[config.mk]
export PLATFORM = sky130hd
export DESIGN_NAME = hilo_mult_unit
export DESIGN_NICKNAME = d
export VERILOG_FILES = /design/src/rtl/hilo_mult_unit.sv
export SDC_FILE = /design/constraint.sdc
export NUM_CORES = 1
export LEC_CHECK = 0
export ABC_AREA = 1
export BUFFER_PORTS_ARGS = -buffer_cell sky130_fd_sc_hd__buf_2
export CAP_MARGIN = 20
export CORE_MARGIN = 2
export CORE_UTILIZATION = 30
export DETAILED_ROUTE_END_ITERATION = 8
export HOLD_SLACK_MARGIN = 0.03
export PLACE_DENSITY_LB_ADDON = 0.2
export SLEW_MARGIN = 20
export SYNTH_ARGS = -nofsm -noshare
export SYNTH_HDL_FRONTEND = slang
export SYNTH_SLANG_ARGS = --single-unit
[constraint.sdc]
create_clock -name Clk -period 7.4 [get_ports Clk]
set_clock_uncertainty 0.2 [all_clocks]
set_input_delay 0.37 -clock Clk [delete_from_list [all_inputs] [get_ports Clk]]
set_output_delay 0.37 -clock Clk [all_outputs]
set_load 0.05 [all_outputs]
[src/rtl/hilo_mult_unit.sv]
// Iterative radix-2 32x32 multiplier with the architectural HI/LO register pair.
// Serves mult/multu/madd/msub, mthi/mtlo, and mfhi/mflo reads for the EX stage.
module hilo_mult_unit #(
  parameter int WIDTH = 32
) (
  input  logic             Clk,
  input  logic             Rst,
  input  logic             Start,
  input  logic             Signed,
  input  logic [1:0]       AccOp,
  input  logic [WIDTH-1:0] A,
  input  logic [WIDTH-1:0] B,
  input  logic             MoveToHi,
  input  logic             MoveToLo,
  input  logic [WIDTH-1:0] WriteData,
  input  logic             HiLoSel,
  output logic [WIDTH-1:0] ReadData,
  output logic [WIDTH-1:0] Hi,
  output logic [WIDTH-1:0] Lo,
  output logic             Busy,
  output logic             Done
);

  localparam int CNT_W = (WIDTH > 1) ? $clog2(WIDTH) : 1;
  localparam logic [CNT_W-1:0] LAST_STEP = CNT_W'(WIDTH - 1);

  typedef enum logic [1:0] {
    S_IDLE = 2'd0,
    S_MUL  = 2'd1,
    S_WB   = 2'd2
  } state_e;

  state_e                 state_q,  state_d;
  logic [CNT_W-1:0]       cnt_q,    cnt_d;
  logic [2*WIDTH-1:0]     mcand_q,  mcand_d;
  logic [WIDTH-1:0]       mplier_q, mplier_d;
  logic [2*WIDTH-1:0]     prod_q,   prod_d;
  logic                   sign_q,   sign_d;
  logic [1:0]             accop_q,  accop_d;
  logic [WIDTH-1:0]       hi_q,     hi_d;
  logic [WIDTH-1:0]       lo_q,     lo_d;

  // Two's-complement magnitude; the most negative value maps to 2^(WIDTH-1) unsigned.
  function automatic logic [WIDTH-1:0] magnitude(input logic [WIDTH-1:0] v,
                                                 input logic             sgn);
    return (sgn && v[WIDTH-1]) ? (~v + 1'b1) : v;
  endfunction

  function automatic logic [2*WIDTH-1:0] accumulate(input logic [2*WIDTH-1:0] hilo,
                                                    input logic [2*WIDTH-1:0] mag,
                                                    input logic               neg,
                                                    input logic [1:0]         op);
    logic [2*WIDTH-1:0] p;
    p = neg ? (~mag + 1'b1) : mag;
    case (op)
      2'b01:   return hilo + p;
      2'b10:   return hilo - p;
      default: return p;
    endcase
  endfunction

  always_comb begin
    state_d  = state_q;
    cnt_d    = cnt_q;
    mcand_d  = mcand_q;
    mplier_d = mplier_q;
    prod_d   = prod_q;
    sign_d   = sign_q;
    accop_d  = accop_q;
    hi_d     = hi_q;
    lo_d     = lo_q;
    case (state_q)
      S_IDLE: begin
        if (Start) begin
          mcand_d  = {{WIDTH{1'b0}}, magnitude(A, Signed)};
          mplier_d = magnitude(B, Signed);
          prod_d   = '0;
          cnt_d    = '0;
          sign_d   = (A[WIDTH-1] ^ B[WIDTH-1]) & Signed;
          accop_d  = AccOp;
          state_d  = S_MUL;
        end else begin
          // Direct writes only land when no multiply is being launched.
          if (MoveToHi) hi_d = WriteData;
          if (MoveToLo) lo_d = WriteData;
        end
      end
      S_MUL: begin
        if (mplier_q[0]) prod_d = prod_q + mcand_q;
        mcand_d  = mcand_q << 1;
        mplier_d = mplier_q >> 1;
        cnt_d    = cnt_q + 1'b1;
        if (cnt_q == LAST_STEP) state_d = S_WB;
      end
      S_WB: begin
        {hi_d, lo_d} = accumulate({hi_q, lo_q}, prod_q, sign_q, accop_q);
        state_d      = S_IDLE;
      end
      default: state_d = S_IDLE;
    endcase
  end

  always_ff @(posedge Clk or negedge Rst) begin
    if (!Rst) begin
      state_q  <= S_IDLE;
      cnt_q    <= '0;
      mcand_q  <= '0;
      mplier_q <= '0;
      prod_q   <= '0;
      sign_q   <= 1'b0;
      accop_q  <= 2'b00;
      hi_q     <= '0;
      lo_q     <= '0;
    end else begin
      state_q  <= state_d;
      cnt_q    <= cnt_d;
      mcand_q  <= mcand_d;
      mplier_q <= mplier_d;
      prod_q   <= prod_d;
      sign_q   <= sign_d;
      accop_q  <= accop_d;
      hi_q     <= hi_d;
      lo_q     <= lo_d;
    end
  end

  assign Busy     = (state_q != S_IDLE);
  assign Done     = (state_q == S_WB);
  assign Hi       = hi_q;
  assign Lo       = lo_q;
  assign ReadData = HiLoSel ? hi_q : lo_q;

endmodule

After elaboration in Yosys (flattened, before gate mapping)
Cells that the tools add are included.

word-level totals
  bits in registers = 234
  word-level logic and storage cells = 67

operators by class
  $add $sub $neg = 7
  eq/ne operators = 11
  mux-type cells = 23
  bitwise operators = 5
  reduce and logical (&&, ||, !) cells = 12

operators with widths
  operator               count
  $pmux 64 s2            3
  $mux 32                8
  $mux 64                4
  $pmux 32 s2            3
  $add 64x64->64         2
  $add 32x1->32 const B  2
  $add 64x1->64 const B  1
  $not 32->32            2
  $not 64->64            1
  $sub 64x64->64         1
  $ne 2x2->1 const B     6
  $pmux 5 s2             1
  $reduce_and 3->1       3
  $reduce_and 2->1       3
  $reduce_bool 2->1      3
  $add 5x1->5 const B    1
  $eq 5x5->1 const B     1
  $mux 5                 1
  $eq 2x1->1 const B     2
  $eq 2x2->1 const B     2
  $mux 2                 2
  $pmux 2 s2             1
  $logic_and 1x1->1      2
  $logic_not 2->1        1
  2 further kinds        2

Depth between registers and ports, before layout
  word-level depth = 6
  depth in mapped cells = 38
  mapped depth without buffers = 38

Worst setup path before layout
Ideal clock, no wire load.

  path type = register -> register
  start point = register prod_q[0]
  end point = register hi_q[26] (netlist: Hi[26])
  data arrival time = 4.164 ns
  required time = 7.076 ns
  slack = 2.912 ns
  stages on the path, launching flop included = 31
  period minus slack after synthesis = 4.488 ns
  path through = dfrtp_1 inv_2 ha_1 nand3_4 nor2_8 nand4_1 nand2_1 nand2_1 nand2_1 inv_2 nor2_2 inv_2 nor4_4 nand2_1 nor2_2 a21oi_1 xor2_1 inv_1 ha_1 nand2_1 nor2_1 inv_1 nor4_1 nand3_1 nand3_1 nand2_1 o211ai_1 a21oi_1 xor2_1 o21bai_1 a21oi_1

between the ends
  word-level cells in the longest chain between the ends = 6
  elaborated cells on any way between the ends = 7
  those cells by class = add/sub (3); mux (3); bitwise (1)

ends and longest elaborated chain
  what                                              RTL line  RTL
  start: declaration                                37        logic [2*WIDTH-1:0] prod_q, prod_d;
  start signal: assignment                          119       prod_q <= prod_d;
  $not 64->64                                       54        p = neg ? (~mag + 1'b1) : mag;
  $add 64x1->64                                     54
  $mux 64 *                                         54
  $sub 64x64->64 or $add 64x64->64 (tied branches)  57, 56
  $pmux 64 s2 *                                     55        case (op)
  $pmux 32 s2 *                                     72        case (state_q)
  end signal: assignment                            122       hi_q <= hi_d;
  end: declaration                                  40        logic [WIDTH-1:0] hi_q, hi_d;

Mark *: on every way between the ends. The rest lies on a longest branch, timed or not.
A chain may end at the register's enable or synchronous reset.

Worst setup path in the final report
  start point = register prod_q[16]
  end point = register hi_q[26] (netlist: Hi[26])

Same word-level chain as after synthesis.

==> metrics.cfg <==
[cts]
path_clk_slew_ns = 0.06
clk_path_buf_depth = 3
h-tree-depth = 1
cts.sink_count = 234
cts-root-buf = clkbuf_16
cts_tree = done
clk_latency_ns = 0.63
post-cts-setup-buffers = 0
cts_made_buffers = 29

[routing]
via_per_inst = 5.167
drtAntennaViolNets = 0
drtPass1Iterations = 6
drc = 0
detailedRoute.firstIterationViolations = 2135
drt_wl_total_mm = 104.8
routedWlPerCell_um = 20.17
vias = 26840

[sta]
timing.setup.tns_ns = 0
max_freq_ghz = 0.1525
setup_viol_count_final = 0
slew_violations = 0
post-route-min-period_ns = 6.557
worst_pin_slew_ns = 1.154
relSlewSlack = 0.2223
final.period_utilization = 0.8861
hold_viol = 0
rsz0062_at_grt = false

[place]
place_hpwl_mm = 85.33
gp_congestion = 0.9902
portBuffers = 202

[yosys]
yosys.cell_types.count = 60
synth_compound_area_frac = 0.2329
syn-cell-area_um2 = 24170
synth_top_family_by_area = simple AND/OR/NAND/NOR gates
synth_most_common_cell = nand2_1
synthCells = 3859
ys_ff_latch = 234
synth_flop_cell = dfrtp_1
synth_commonest_cells = 777 x nand2_1, 545 x nor2_1, 544 x inv_1
ys_top_cells_by_area = dfrtp_1 24%, nand2_1 12%, nor2_1 8.5%
synth_mux_area_frac = 0.001398
synthXorXnorAreaFrac = 0.05395
synth-simple-area-share = 0.2929
synth_top_area_frac = 0.2423
synth_edf_count = 0
synth-async-reset-ratio = 1.000
yosysWarnings = 0
synthesis.nets = 4099
synthAdderAreaFrac = 0.07052
ys_seq_area_frac = 0.2423
avgSynthCellArea_um2 = 6.262
yosysTopAreaCell = dfrtp_1

[setup_path]
reg2reg_slack_ns = 0.84
crit_required_ns = 7.72
endpoint = Hi[26]$_DFFE_PN0P_
worstSetupPathType = flop to flop
cp-end-kind = flop
reg2reg_depth = 29
path_buf_inv = 4
critical_path.most_common_cell = nand2_1
cp_top_family = simple AND/OR/NAND/NOR gates
r2r_start = prod_q[16]$_DFFE_PN0P_
cp_slowest_stage_delay_ns = 0.82
cp_max_fo = 5
crit_slowest_cell = nor4_1
critical_path.startpoint_type = flop
crit_cells = 29
worstPathArrival_ns = 6.87
cp-startpoint = prod_q[16]$_DFFE_PN0P_
r2r-end = Hi[26]$_DFFE_PN0P_

[global_route]
antenna_found_initial = 0
gr-usage-all-layers = 0.2478
grt_max_degree = 81
gr-total-overflow = 0
grt_pass1_wl_mm = 156.9
grt_pass1_vias = 25620

[flow_run]
maxCapViolations = 0

[final_layout]
regArea_um2 = 5857
multi_input_area_um2 = 15780
antenna_cells = 0
fillers = 9022
drive_gt1_frac = 0.08924
num-nets-final = 4354
areaGrowthSynthToFinish_pct = 16.77

[floorplan]
die_h_um = 287.8
die_w_um = 287.8
ios = 203
initial_core_util = 0.3015
dieArea_um2 = 82840
coreArea_um2 = 80160
rows = 104

[status]
outcome = finished clean

[min_path]
hp-class = primary input to flop

-- layer usage --
| layer | routed length, µm | GRT usage | part of all wire |
|---|---|---|---|
| met5 | 0 | 0 | 0 |
| met1 | 48210 | 0.3415 | 0.46 |
| met2 | 47060 | 0.4062 | 0.45 |
| met3 | 5385 | 0.01838 | 0.051 |
| met4 | 4140 | 0.08834 | 0.040 |
-- cells in the final DEF (no fill, tap or decap), types with 7 or more instances in the layout --
cell type / n
a21boi_0: 7
a21o_1: 17
a21oi_1: 284
a22oi_1: 78
a31oi_1: 60
buf_2: 201
buf_4: 24
clkbuf_1: 12
clkbuf_16: 29
dfrtp_1: 233
dlygate4sd3_1: 102
ha_1: 133
inv_1: 542
inv_2: 23
nand2_1: 776
nand2_2: 17
nand3_1: 194
nand4_1: 33
nor2_1: 542
nor2_2: 12
nor2_4: 10
nor3_1: 48
nor4_1: 19
o211ai_1: 19
o21a_1: 20
o21ai_0: 341
o21ai_1: 14
o21ai_2: 7
o21bai_1: 33
o221ai_1: 7
o22ai_1: 56
o31ai_1: 12
or2_2: 12
xnor2_1: 45
xor2_1: 102
-- final cells by class --
cell class              instances  area share
clock buffers                  44     0.02878
clock inverters                 8    0.002483
inverters                     572     0.07613
multi-input cells            2949      0.5593
flip-flops and latches        234      0.2075
well taps                    1060     0.04700
repair buffers                328     0.07874
-- how the worst min path moves through the flow --
stage	from	to	depth (start not counted)
detailed placement	Rst	mplier_q[14]$_DFFE_PN0P_	1
floorplan	Rst	Hi[0]$_DFFE_PN0P_	0
global route	Signed	mcand_q[31]$_DFFE_PN0P_	4
finish	Signed	mcand_q[31]$_DFFE_PN0P_	4
global placement	Rst	mplier_q[14]$_DFFE_PN0P_	1
CTS	Signed	mcand_q[31]$_DFFE_PN0P_	4
-- repair_timing --
item,CTS,global route
hold buffers,102,0
resized for setup,0,0
hold endpoints to repair,190,0
-- cell families after synthesis --
logic type / after synthesis
AND/OR/NAND/NOR: 1687
adder cells (fa/ha/maj): 135
buffers and inverters: 676
XOR/XNOR: 148
multiplexers: 3
AO/OA/AOI/OAI: 976
flip-flops: 234
-- sequential cells by signal (all words and copies together), names as in the netlist --
register,flops
Lo,32
sign_q,1
Hi,32
mplier_q,32
accop_q,2
cnt_q,5
prod_q,64
mcand_q,64
state_q,2
-- per-stage QoR --
step                setup WS (ns)    util  cell area (µm²)  cells  hold slack, ns
floorplan                   2.912       -            24170   3859         -0.1256
global placement           0.8857  0.3283            26320   5041          0.1969
detailed placement         0.9101  0.3283            26320   5041          0.1886
CTS                        0.9028  0.3521            28220   5195         0.07053
global route               0.4199  0.3521            28220   5195         0.09463
finish                     0.8432  0.3521            28220   5195         0.06992
-- tightest hold or removal path: cells and delay by family --
family,cells,cell delay (ns)
AO/OA/AOI/OAI,1,0.10
buffers and inverters,1,0.16
AND/OR/NAND/NOR,2,0.20
Power is left out: the tool's default activity adds up to more than one toggle a clock period on the data nets, which glitch-free logic cannot reach.
